--- src/rtl/clk_pkg.sv ---
// Shared types and constants for the programmable clock divider.
package clk_pkg;

    typedef enum logic [1:0] {
        CPU_FAST = 2'b00,
        CPU_SLOW = 2'b01,
        CPU_STEP = 2'b10,
        CPU_HALT = 2'b11
    } cpu_mode_t;

    localparam int DEF_DIV = 49999;

    function automatic int clog2(input int v);
        int r;
        r = 0;
        for (int i = 0; i < 31; i++) begin
            if ((1 << i) < v) r = i + 1;
        end
        return r;
    endfunction

endpackage

--- src/rtl/clk_div_prog_div_channel.sv ---
// One programmable divide channel: divisor, counter, tick pulse and square wave.
module div_channel #(
    parameter int DIV_W   = 16,
    parameter int DEF_DIV = 49999
) (
    input  logic             clk,
    input  logic             rst,
    input  logic             we,
    input  logic [DIV_W-1:0] div,
    output logic             tick,
    output logic             sq
);

    logic [DIV_W-1:0] d;
    logic [DIV_W-1:0] c;
    logic [DIV_W-1:0] d_n;
    logic [DIV_W-1:0] c_n;

    // tick is kept equal to (c == d) by registering the look-ahead compare
    always_comb begin
        d_n = we ? div : d;
        c_n = c + 1'b1;
        if (we || tick) c_n = '0;
    end

    always_ff @(posedge clk or posedge rst) begin
        if (rst) begin
            d    <= DIV_W'(DEF_DIV);
            c    <= '0;
            tick <= 1'b0;
            sq   <= 1'b0;
        end else begin
            d    <= d_n;
            c    <= c_n;
            tick <= (c_n == d_n);
            sq   <= sq ^ tick;
        end
    end

endmodule

--- src/rtl/clk_div_prog.sv ---
// Clock divider / enable generator: free counter, divide channels,
// glitch-guarded CPU clock and modulo event counter.
module clk_div_prog #(
    parameter int CNT_W    = 32,
    parameter int N_CH     = 4,
    parameter int DIV_W    = 16,
    parameter int DEF_DIV  = clk_pkg::DEF_DIV,
    parameter int FAST_BIT = 2,
    parameter int SLOW_BIT = 25,
    parameter int STEP_HI  = 4,
    parameter int MOD      = 60,
    parameter int MOD_W    = 6
) (
    input  logic                             clk,
    input  logic                             rst,
    input  logic                             cfg_we,
    input  logic [clk_pkg::clog2(N_CH)-1:0]  cfg_ch,
    input  logic [DIV_W-1:0]                 cfg_div,
    input  logic [1:0]                       cpu_mode,
    input  logic                             step_btn,
    output logic [CNT_W-1:0]                 clkdiv,
    output logic [N_CH-1:0]                  ch_tick,
    output logic [N_CH-1:0]                  ch_clk,
    output logic                             cpu_clk,
    output logic                             cpu_ce,
    output logic [MOD_W-1:0]                 mod_cnt,
    output logic                             mod_wrap
);
    import clk_pkg::*;

    localparam int STEP_W = clog2(STEP_HI + 1);

    logic              ch_ok;
    logic [2:0]        sync;
    logic              step_edge;
    logic [STEP_W-1:0] stretch;
    logic              step_src;
    cpu_mode_t         active;
    cpu_mode_t         req;
    logic              src_act;
    logic              src_req;

    always_ff @(posedge clk or posedge rst) begin
        if (rst) clkdiv <= '0;
        else     clkdiv <= clkdiv + 1'b1;
    end

    assign ch_ok = 32'(cfg_ch) < N_CH;

    for (genvar g = 0; g < N_CH; g++) begin : g_ch
        div_channel #(
            .DIV_W   (DIV_W),
            .DEF_DIV (DEF_DIV)
        ) u_ch (
            .clk  (clk),
            .rst  (rst),
            .we   (cfg_we && ch_ok && (32'(cfg_ch) == g)),
            .div  (cfg_div),
            .tick (ch_tick[g]),
            .sq   (ch_clk[g])
        );
    end

    assign step_edge = sync[1] & ~sync[2];
    assign step_src  = (stretch != '0);

    always_ff @(posedge clk or posedge rst) begin
        if (rst) begin
            sync    <= '0;
            stretch <= '0;
        end else begin
            sync <= {sync[1:0], step_btn};
            if (step_src)       stretch <= stretch - 1'b1;
            else if (step_edge) stretch <= STEP_W'(STEP_HI);
        end
    end

    function automatic logic src_of(input cpu_mode_t m,
                                    input logic [CNT_W-1:0] cd,
                                    input logic st);
        logic s;
        s = 1'b0;
        case (m)
            CPU_FAST: s = cd[FAST_BIT];
            CPU_SLOW: s = cd[SLOW_BIT];
            CPU_STEP: s = st;
            default:  s = 1'b0;
        endcase
        return s;
    endfunction

    assign req     = cpu_mode_t'(cpu_mode);
    assign src_act = src_of(active, clkdiv, step_src);
    assign src_req = src_of(req, clkdiv, step_src);

    // Switch only when old output, old source and new source are all low
    always_ff @(posedge clk or posedge rst) begin
        if (rst) begin
            active  <= CPU_HALT;
            cpu_clk <= 1'b0;
            cpu_ce  <= 1'b0;
        end else begin
            if (!cpu_clk && !src_act && !src_req) active <= req;
            cpu_clk <= src_act;
            cpu_ce  <= src_act & ~cpu_clk;
        end
    end

    always_ff @(posedge clk or posedge rst) begin
        if (rst) begin
            mod_cnt  <= '0;
            mod_wrap <= 1'b0;
        end else begin
            mod_wrap <= ch_tick[0] && (mod_cnt == MOD_W'(MOD - 1));
            if (ch_tick[0]) begin
                if (mod_cnt == MOD_W'(MOD - 1)) mod_cnt <= '0;
                else                            mod_cnt <= mod_cnt + 1'b1;
            end
        end
    end

endmodule

--- config.mk ---
export PLATFORM = sky130hd
export DESIGN_NAME = clk_div_prog
export DESIGN_NICKNAME = d
export VERILOG_FILES = /design/src/rtl/clk_pkg.sv /design/src/rtl/clk_div_prog_div_channel.sv /design/src/rtl/clk_div_prog.sv
export SDC_FILE = /design/constraint.sdc
export NUM_CORES = 1
export LEC_CHECK = 0
export BUFFER_PORTS_ARGS = -buffer_cell sky130_fd_sc_hd__buf_2
export CORE_MARGIN = 2
export CORE_UTILIZATION = 40
export CTS_BUF_LIST = sky130_fd_sc_hd__clkbuf_4 sky130_fd_sc_hd__clkbuf_8
export CTS_CLUSTER_DIAMETER = 40
export CTS_CLUSTER_SIZE = 10
export DETAILED_ROUTE_END_ITERATION = 6
export GPL_TIMING_DRIVEN = 0
export PLACE_DENSITY_LB_ADDON = 0.3
export SYNTH_ARGS = -nofsm -noshare
export SYNTH_HDL_FRONTEND = slang
export SYNTH_SLANG_ARGS = --single-unit
--- constraint.sdc ---
create_clock -name clk -period 7.3 [get_ports clk]
set_input_delay 0.365 -clock clk [delete_from_list [all_inputs] [get_ports clk]]
set_output_delay 0.365 -clock clk [all_outputs]
set_load 0.01 [all_outputs]
==> results of run 1 <==
-- cells in the final DEF (no fill, tap or decap), drive strengths merged, types with 4 or more instances in the layout --
cell / synthesis / final
a21oi: 16 / 16
a31oi: 5 / 5
and2: 4 / 4
and3: 9 / 9
and4: 6 / 6
buf: 24 / 95
clkbuf: 11 / 29
clkinv: 0 / 4
dfrtp: 147 / 147
dfstp: 38 / 38
ha: 6 / 6
inv: 28 / 36
mux2: 23 / 23
mux2i: 8 / 8
nand2: 159 / 159
nand2b: 4 / 4
nand3: 43 / 43
nand4: 29 / 29
nor2: 97 / 97
nor3: 24 / 24
nor3b: 4 / 4
nor4: 18 / 18
o21ai: 18 / 18
or3: 13 / 13
xnor2: 91 / 91
xor2: 35 / 35
-- how the worst min path moves through the flow --
stage               depth (start not counted)          to     from
finish                                      2  clkdiv[27]      rst
global route                                2  clkdiv[24]      rst
CTS                                         2   clkdiv[4]      rst
detailed placement                          0     sync[1]  sync[0]
global placement                            0     sync[1]  sync[0]
floorplan                                   0     sync[1]  sync[0]
-- flip-flops by register name, summed over array words and instances, names as in the netlist --
name            flops
mod_cnt             6
cpu_ce              1
g_ch.u_ch.tick      4
active              2
mod_wrap            1
g_ch.u_ch.c        64
clkdiv             32
sync                3
cpu_clk             1
stretch             3
g_ch.u_ch.sq        4
g_ch.u_ch.d        64
-- through the flow --
stage               power, mW  setup TNS [ps]  instance area [um2]
floorplan               1.695               0                 9001
global placement        1.813          -40770                 9702
detailed placement      1.833               0                 9737
CTS                     2.546               0                10150
global route            2.674               0                10150
finish                  2.513               0                10150
-- worst max-delay path, stage by stage, from the launching register on --
cell      delay (ps)
dfrtp_1          470
ha_1             270
nand2_1          130
nor3_1           240
xnor2_1          140
nand2_1          120
a2111o_1         460
nor4bb_1         380
and4_1           230
-- cell type report --
cell class | instances | area [um2] | area share
clock inverters | 14 | 155.1 | 0.01529
inverters | 28 | 112.6 | 0.01109
plain buffers | 35 | 186.4 | 0.01837
well taps | 280 | 350.3 | 0.03452
flip-flops and latches | 185 | 4677 | 0.4608
multi-input cells | 659 | 4033 | 0.3973
repair buffers | 72 | 387.9 | 0.03822
clock buffers | 18 | 247.7 | 0.02441
-- cell families (layout without fill, tap and decap cells) --
kind of cell | Yosys count | after routing | synth area share
mux | 31 | 31 | 0.03767
xor+xnor | 126 | 126 | 0.1226
simple gates | 423 | 423 | 0.2244
compound gates | 73 | 73 | 0.05505
flops | 185 | 185 | 0.5196
buf+inv | 63 | 167 | 0.03239
fa+ha+maj | 6 | 6 | 0.008340
-- where the power goes --
part / internal (mW) / total [mW] / switching (mW)
Clock: 0.295 / 0.703 / 0.408
Sequential: 1.18 / 1.28 / 0.0989
Combinational: 0.231 / 0.530 / 0.299
Total: 1.71 / 2.51 / 0.806
-- layer usage --
layer,track usage,wire length [um]
met5,0,0
met4,0.05073,286
met3,0.03664,654
met2,0.2703,9020
met1,0.2428,9503
==> impl_metrics.csv, run 1 <==
group,metric,value,unit
yosys,ys_top_cells_by_count,"159 x nand2_1, 147 x dfrtp_1, 96 x nor2_1",
pwr,irDropWorstVdd,0.1012,mV
run_status,status,"finished, final reports clean",
yosys,ys_seq_area_frac,0.5196,
clocking,post_cts_resized,0,
pwr,p_per_area,247.6,mW/mm2
worst_setup_path,r2r_setup_slack,4810,ps
yosys,ys_types,62,
floorplanning,rows,54,
clocking,cts_hold_buf,1,
timing,period_share,0.3415,
clocking,clkSinkCount,185,
timing,fin_skew,12.36,ps
layout,layout-drive-gt1-share,0.1949,
detailed_routing,ant_nets,0,
worst_setup_path,r2r-end,"g_ch[0].u_ch.tick",
yosys,yosysMostFrequentCell,"nand2_1",
worst_setup_path,end_kind,"flop",
clocking,clockBufferDepth,2,
layout,fin_cells,1291,
global_routing,grt_pass1_wl,33000,um
worst_setup_path,startpoint,"g_ch[0].u_ch.c[0]",
worst_setup_path,path_max_fanout,7,
global_routing,grt_pass1_vias,6547,
timing,setup_viol,0,
place,dpl.hpwl,13760,um
timing,rsz0062_at_grt,"false",
worst_setup_path,critPathLaunchType,"flop",
place,portBuffers,70,
clocking,cts_tree,"done",
timing,drv_slew,0,
yosys,synthCells,907,
worst_setup_path,worstPathRequired,7700,ps
yosys,synth_area,0.009001,mm2
yosys,synth_top_area_cell,"dfrtp_1",
layout,final_nets,1028,
floorplanning,die_w,154.0,um
timing,slew_headroom,0.5240,
place,dp_cells,1258,
clocking,cts_setup_buffers,0,
timing,finalWorstSetupSlack,4807,ps
detailed_routing,wl_per_cell,15.08,um
layout,post-route-util,0.4622,
detailed_routing,drt_wl_total,19470,um
place,pre_cts_ws,4770,ps
detailed_routing,drtPass1Iterations,5,
clocking,htreeDepth,4,
yosys,ys_seq_elements,185,
global_routing,antenna_found_initial,0,
timing,max_slew.worst_pin.slew,707.5,ps
job,cap_violations,0,
yosys,ys.warnings.count,0,
global_routing,gr-usage-all-layers,0.1728,
yosys,ys.flop_type,"dfrtp_1",
timing,min_period,2493,ps
clocking,insertion_delay,460,ps
clocking,numCtsBuffers,17,
place,gp_congestion,0.7723,
yosys,netlist_top_cells_area,"dfrtp_1 41%, dfstp_2 11%, xnor2_1 8.9%, nand2_1 6.6%, nor2_1 4.0%",
yosys,syn_avg_cell_area,9.924,um2
worst_setup_path,r2r_start,"g_ch[0].u_ch.c[0]",
clocking,clk_pin_slew,110,ps
layout,diodes,0,
detailed_routing,drcViolationCount,0,
floorplanning,initial_utilization,0.4099,
floorplanning,dieArea,0.02372,mm2
global_routing,grt_overflow,0,
layout,area_delta_synth_final,12.76,%
worst_setup_path,ff2ff_path_depth,8,
yosys,async_reset_ff_frac,1.000,
floorplanning,die_y,154.0,um
timing,max_freq,401.2,MHz
worst_setup_path,endpoint,"g_ch[0].u_ch.tick",
yosys,synth-edff-count,0,
detailed_routing,viasPerCell,5.120,
floorplanning,fp.coreArea,0.02196,mm2
detailed_routing,drt_iter0_drc,395,
global_routing,grt_max_degree,95,
layout,nFillCells,2072,
timing,hold_viol,0,
worst_setup_path,crit_arrival,2890,ps
detailed_routing,via_count,6610,
worst_setup_path,critPathKind,"reg2reg",
yosys,syn-num-nets,937,
worst_hold_path,hp-class,"in2async",
yosys,synth_top_cell_area_share,0.4087,
clocking,root_buffer,"clkbuf_8",
floorplanning,io_pins,73,
pwr,p_leak,4.621,nW
timing,whs,8.759,ps
Power figures use the tool's default switching activity.
==> run 2, diff against run 1 <==
==> constraint.sdc (replaced) <==
create_clock -name clk -period 2.3 [get_ports clk]
set_input_delay 0.115 -clock clk [delete_from_list [all_inputs] [get_ports clk]]
set_output_delay 0.115 -clock clk [all_outputs]
set_load 0.01 [all_outputs]
==> impl_metrics.csv, run 2 (same netlist as run 1, synthesis figures left out) <==
group,metric,value,unit
run_status,status,"finished, final reports clean",
worst_setup_path,crit_arrival,2600,ps
global_routing,grt_overflow,0,
pwr,irDropWorstVdd,0.3231,mV
timing,hold_viol,0,
worst_setup_path,critPathBufInv,0,
timing,whs,73.18,ps
floorplanning,io_pins,73,
worst_setup_path,ff2ff_path_depth,8,
floorplanning,initial_utilization,0.4099,
clocking,insertion_delay,470,ps
worst_setup_path,critPathKind,"reg2reg",
timing,min_period,2237,ps
clocking,htreeDepth,4,
timing,rsz0062_at_grt,"true",
worst_setup_path,r2r_start,"g_ch[3].u_ch.c[0]",
detailed_routing,ant_nets,0,
pwr,p_comb_frac,0.227,
detailed_routing,drcViolationCount,0,
layout,layout_commonest_cell,"nand2_1",
detailed_routing,via_count,6786,
worst_hold_path,hp-class,"in2reg",
worst_setup_path,slowest_stage,"dfrtp_1",
detailed_routing,drtPass1Iterations,5,
job,cap_violations,0,
pwr,cell_internal_pwr,5.562,mW
layout,stdcell_area,0.01073,mm2
global_routing,grt_max_degree,43,
place,dpl.hpwl,14180,um
worst_setup_path,critPathLaunchType,"flop",
layout,nFillCells,2045,
worst_setup_path,path_max_fanout,5,
pwr,switching_share,0.3298,
floorplanning,dieArea,0.02372,mm2
floorplanning,die_w,154.0,um
floorplanning,die_y,154.0,um
layout,post-route-util,0.4887,
worst_setup_path,worstPathCellList,"ha_2, nand3_1, or3_1, a21oi_2, xnor2_1, a21boi_0, nand4_1, a2111oi_4",
worst_hold_path,holdCritStartpoint,"cfg_div[5]",
layout,layout-drive-gt1-share,0.2411,
worst_setup_path,worstPathRequired,2660,ps
timing,slew_headroom,0.5321,
place,portBuffers,70,
timing,setup_viol,0,
timing,max_slew.worst_pin.slew,695.4,ps
global_routing,grt_pass1_vias,6691,
global_routing,gr-usage-all-layers,0.1770,
place,dpl-instance-area,0.009833,mm2
global_routing,antenna_found_initial,0,
layout,top_regs,"g_ch.u_ch.c: 64 flops, g_ch.u_ch.d: 64 flops, clkdiv: 32 flops",
timing,fin_skew,18.56,ps
clocking,root_buffer,"clkbuf_8",
pwr,p_per_area,773.5,mW/mm2
worst_setup_path,end_kind,"flop",
pwr,p_seq_frac,0.493,
worst_setup_path,r2r_setup_slack,60,ps
place,pre_cts_ws,-308.8,ps
worst_setup_path,r2r-end,"g_ch[3].u_ch.tick",
clocking,numCtsBuffers,17,
clocking,clkSinkCount,185,
pwr,p_leak,4.832,nW
clocking,cts_tree,"done",
clocking,clockBufferDepth,2,
layout,final_nets,1058,
worst_setup_path,slowest_delay,430,ps
floorplanning,rows,54,
layout,final_cell_mix,"159 x nand2_1, 137 x dfrtp_1, 95 x nor2_1, 91 x xnor2_1, 82 x buf_2",
detailed_routing,drt_wl_total,20110,um
global_routing,grt_pass1_wl,33710,um
pwr,clock_power_share,0.280,
detailed_routing,wl_per_cell,15.23,um
timing,period_share,0.9724,
place,gp_congestion,0.7624,
detailed_routing,drt_iter0_drc,291,
clocking,clk_pin_slew,110,ps
timing,finalWorstSetupSlack,63.42,ps
worst_setup_path,cp_top_family,"compound AO/OA/AOI/OAI gates",
timing,max_freq,447.1,MHz
floorplanning,fp.coreArea,0.02196,mm2
layout,area_delta_synth_final,19.21,%
worst_hold_path,hold_depth,3,
worst_hold_path,min_to,"g_ch[1].u_ch.d[5]",
layout,diodes,0,
pwr,power_switching,2.737,mW
detailed_routing,viasPerCell,5.137,
timing,drv_slew,0,
-- run 2: cell types whose count changed in the layout (fill, tap and decap cells not counted), moves of 6 or more --
| cell | previous run | this run |
|---|---|---|
| buf_4 | 9 | 18 |
| nand3_1 | 43 | 37 |
| dfrtp_2 | 0 | 10 |
| dfrtp_1 | 147 | 137 |
| dlygate4sd3_1 | 1 | 19 |
-- run 2: power groups by stage --
stage	sequential, mW	clock, mW	combinational, mW
floorplan	4.06	0	1.32
global placement	4.11	0	1.64
detailed placement	4.13	0	1.71
CTS	4.07	2.40	1.79
global route	4.16	2.54	2.12
finish	4.09	2.32	1.89
-- run 2: timing repair --
| action | 4_1_cts | 5_1_grt |
|---|---|---|
| endpoints found under the setup margin | 4 | 6 |
| setup buffers | 2 | 7 |
| hold buffers | 19 | 0 |
| gates resized for setup | 15 | 33 |
| endpoints found under the hold margin | 113 | 0 |
| pin swaps | 4 | 6 |
-- run 2: routing by layer --
metal | part of all wire | global-route usage
met3 | 0.032 | 0.03720
met4 | 0.017 | 0.05118
met1 | 0.48 | 0.2407
met5 | 0 | 0
met2 | 0.47 | 0.2870
-- run 2: worst register-to-register path, delay by kind of cell, from the launching register on --
| kind | cells | cell delay [ps] |
|---|---|---|
| xor gates and xnor gates | 1 | 120 |
| AOI/OAI and AO/OA | 3 | 720 |
| adders and majority gates | 1 | 260 |
| and+or+nand+nor | 3 | 610 |
| DFF | 1 | 430 |
-- run 2: cell type report --
class                      count  area (um2)  area share
buffer                        33       180.2     0.01679
tap                          280       350.3     0.03265
sequential                   185        4690      0.4370
clock buffer                  17       234.0     0.02180
inverter                      28       108.9     0.01014
timing repair buffer         104       735.7     0.06856
multi-input combinational    659        4238      0.3949
clock inverter                15       193.9     0.01807
-- run 2: worst max path at each step --
stage / from / to / slack, ps / cells after the start
floorplan: rst / clkdiv[0] / -160 / 1
global placement: rst / g_ch[3].u_ch.c[12] / -1410 / 2
detailed placement: g_ch[2].u_ch.c[0] / g_ch[2].u_ch.tick / -310 / 8
CTS: g_ch[3].u_ch.c[2] / g_ch[3].u_ch.tick / 6 / 8
global route: g_ch[3].u_ch.c[0] / g_ch[3].u_ch.tick / -150 / 8
finish: g_ch[3].u_ch.c[0] / g_ch[3].u_ch.tick / 60 / 8
-- run 2: metrics by stage --
stage	setup TNS [ps]	total power, mW	cells
finish	0	8.299	1321
detailed placement	-585.1	5.836	1263
CTS	0	8.258	1315
global placement	-224860	5.753	1257
global route	-196.8	8.820	1321
floorplan	-23890	5.380	907
==> run 3, diff against run 2 <==
--- a/config.mk
+++ b/config.mk
@@ -13,7 +13,7 @@
 export CTS_CLUSTER_SIZE = 10
 export DETAILED_ROUTE_END_ITERATION = 6
 export GPL_TIMING_DRIVEN = 0
-export PLACE_DENSITY_LB_ADDON = 0.3
+export PLACE_DENSITY = 0.65
 export SYNTH_ARGS = -nofsm -noshare
 export SYNTH_HDL_FRONTEND = slang
 export SYNTH_SLANG_ARGS = --single-unit
==> impl_metrics.csv, run 3 (same netlist as run 1, synthesis figures left out) <==
group,metric,value,unit
layout,nFillCells,1999,
timing,fin_skew,16.98,ps
detailed_routing,dr_wl_met2,9496,um
timing,fin_tns_setup,0,ps
worst_hold_path,hp-class,"in2reg",
floorplanning,initial_utilization,0.4099,
clocking,root_buffer,"clkbuf_8",
floorplanning,fp.coreArea,0.02196,mm2
clocking,clockBufferDepth,2,
layout,register_area,0.004688,mm2
timing,min_period,2240,ps
detailed_routing,via_count,6752,
global_routing,gr-usage-all-layers,0.1793,
floorplanning,io_pins,73,
pwr,p_leak,4.897,nW
run_status,status,"finished, final reports clean",
timing,hold_viol,0,
pwr,switching_share,0.3278,
pwr,p_comb_frac,0.229,
global_routing,grt_pass1_wl,34290,um
layout,multi_input_area,0.004248,mm2
layout,top_regs,"g_ch.u_ch.c: 64 flops, g_ch.u_ch.d: 64 flops, clkdiv: 32 flops",
timing,slew_headroom,0.6638,
worst_setup_path,r2r_setup_slack,60,ps
clocking,clk_pin_slew,110,ps
detailed_routing,viasPerCell,5.096,
global_routing,antenna_found_initial,0,
global_routing,grt_pass1_vias,6761,
floorplanning,rows,54,
layout,final_nets,1062,
pwr,p_per_area,768.4,mW/mm2
worst_setup_path,critPathKind,"reg2reg",
pwr,p_seq_frac,0.494,
pwr,clock_power_share,0.277,
clocking,cts_tree,"done",
pwr,irDropWorstVdd,0.3387,mV
timing,setup_viol,0,
worst_hold_path,min_to,"g_ch[1].u_ch.d[5]",
worst_hold_path,hold_depth,3,
layout,stdcell_area,0.01075,mm2
timing,rsz0062_at_grt,"true",
worst_setup_path,critPathLaunchType,"flop",
timing,max_slew.worst_pin.slew,504.2,ps
layout,diodes,0,
pwr,cell_internal_pwr,5.551,mW
worst_setup_path,r2r_start,"g_ch[0].u_ch.c[7]",
worst_setup_path,crit_arrival,2650,ps
detailed_routing,drt_wl_total,20290,um
clocking,insertion_delay,470,ps
place,dpl.hpwl,14090,um
worst_setup_path,worstPathRequired,2710,ps
floorplanning,die_w,154.0,um
floorplanning,dieArea,0.02372,mm2
worst_setup_path,ff2ff_path_depth,7,
detailed_routing,ant_nets,0,
detailed_routing,met1_length,9817,um
global_routing,grt_overflow,0,
worst_setup_path,end_kind,"flop",
floorplanning,die_y,154.0,um
worst_setup_path,path_max_fanout,5,
place,gp_congestion,0.7826,
layout,layout_commonest_cell,"nand2_1",
job,cap_violations,0,
detailed_routing,drt_iter0_drc,284,
worst_hold_path,holdCritStartpoint,"cfg_div[5]",
layout,layout-drive-gt1-share,0.2421,
pwr,power_switching,2.707,mW
detailed_routing,drtPass1Iterations,4,
worst_setup_path,r2r-end,"g_ch[0].u_ch.tick",
detailed_routing,wl_met3,654,um
place,dpl-instance-area,0.009806,mm2
global_routing,grt_max_degree,43,
clocking,numCtsBuffers,17,
detailed_routing,drcViolationCount,0,
place,portBuffers,70,
timing,max_freq,446.4,MHz
timing,period_share,0.9739,
detailed_routing,wl_per_cell,15.31,um
clocking,clkSinkCount,185,
timing,drv_slew,0,
layout,area_delta_synth_final,19.39,%
detailed_routing,top_layer,"met4",
layout,final_cell_mix,"158 x nand2_1, 138 x dfrtp_1, 95 x nor2_1, 90 x xnor2_1, 81 x buf_2",
clocking,htreeDepth,4,
run 3: changes by cell type in the layout (fill, tap and decap cells not counted), sizes merged:
cell    previous run  this run
inv               36        32
buf              109       112
clkbuf            26        27
clkinv             4         8
run 3: power by group through the flow:
| stage | Combinational, mW | Clock, mW | Sequential [mW] |
|---|---|---|---|
| 2_1_floorplan | 1.32 | 0 | 4.06 |
| 3_3_place_gp | 1.64 | 0 | 4.11 |
| 3_5_place_dp | 1.71 | 0 | 4.13 |
| 4_1_cts | 1.80 | 2.35 | 4.07 |
| 5_1_grt | 2.17 | 2.49 | 4.14 |
| 6_report | 1.89 | 2.29 | 4.08 |
run 3: how the worst max path moves through the flow:
stage                            startpoint           endpoint
after floorplan                         rst          clkdiv[0]
after global placement                  rst  g_ch[1].u_ch.c[8]
after detailed placement  g_ch[2].u_ch.c[0]  g_ch[2].u_ch.tick
after CTS                 g_ch[2].u_ch.c[0]  g_ch[2].u_ch.tick
after global routing      g_ch[0].u_ch.c[7]  g_ch[0].u_ch.tick
final                     g_ch[0].u_ch.c[7]  g_ch[0].u_ch.tick
run 3: cell type report:
type / instances / share of cell area
clock inverter: 15 / 0.01746
inverter: 28 / 0.01013
sequential: 185 / 0.4363
tap: 280 / 0.03260
clock buffer: 17 / 0.02177
timing repair buffer: 108 / 0.06974
buffer: 33 / 0.01677
multi-input combinational: 659 / 0.3953
run 3: layer usage:
layer  vias up  GRT usage
li1       3346          -
met1      3290     0.2443
met2        95     0.2887
met3        21    0.03636
met4         0    0.05696
met5         -          0
run 3: repair_timing:
item | in CTS | in global routing
hold endpoints to repair | 145 | 0
gates resized for setup | 15 | 37
pin swaps | 3 | 10
setup buffers | 3 | 11
hold buffers | 19 | 0
setup endpoints to repair | 4 | 7
run 3: metrics by stage:
| stage | utilization | hold WS (ps) | power, mW | worst slack (ps) | cells |
|---|---|---|---|---|---|
| detailed placement | 0.4466 | 90.33 | 5.830 | -270.3 | 1262 |
| floorplan | - | 146.4 | 5.380 | -162.5 | 907 |
| global route | 0.4894 | 67.77 | 8.804 | -56.03 | 1325 |
| finish | 0.4894 | 80.34 | 8.258 | 60.03 | 1325 |
| global placement | 0.4420 | 223.2 | 5.753 | -1415 | 1257 |
| CTS | 0.4779 | 62.00 | 8.218 | 9.965 | 1315 |
run 3: critical path: stages, from the launching register on:
cell and delay (ps):
dfrtp_1 450, nand3_2 260, nor3_4 320, a211o_1 210, a21oi_1 80, a2111o_1 320, nor4bb_4 330, and4_1 220
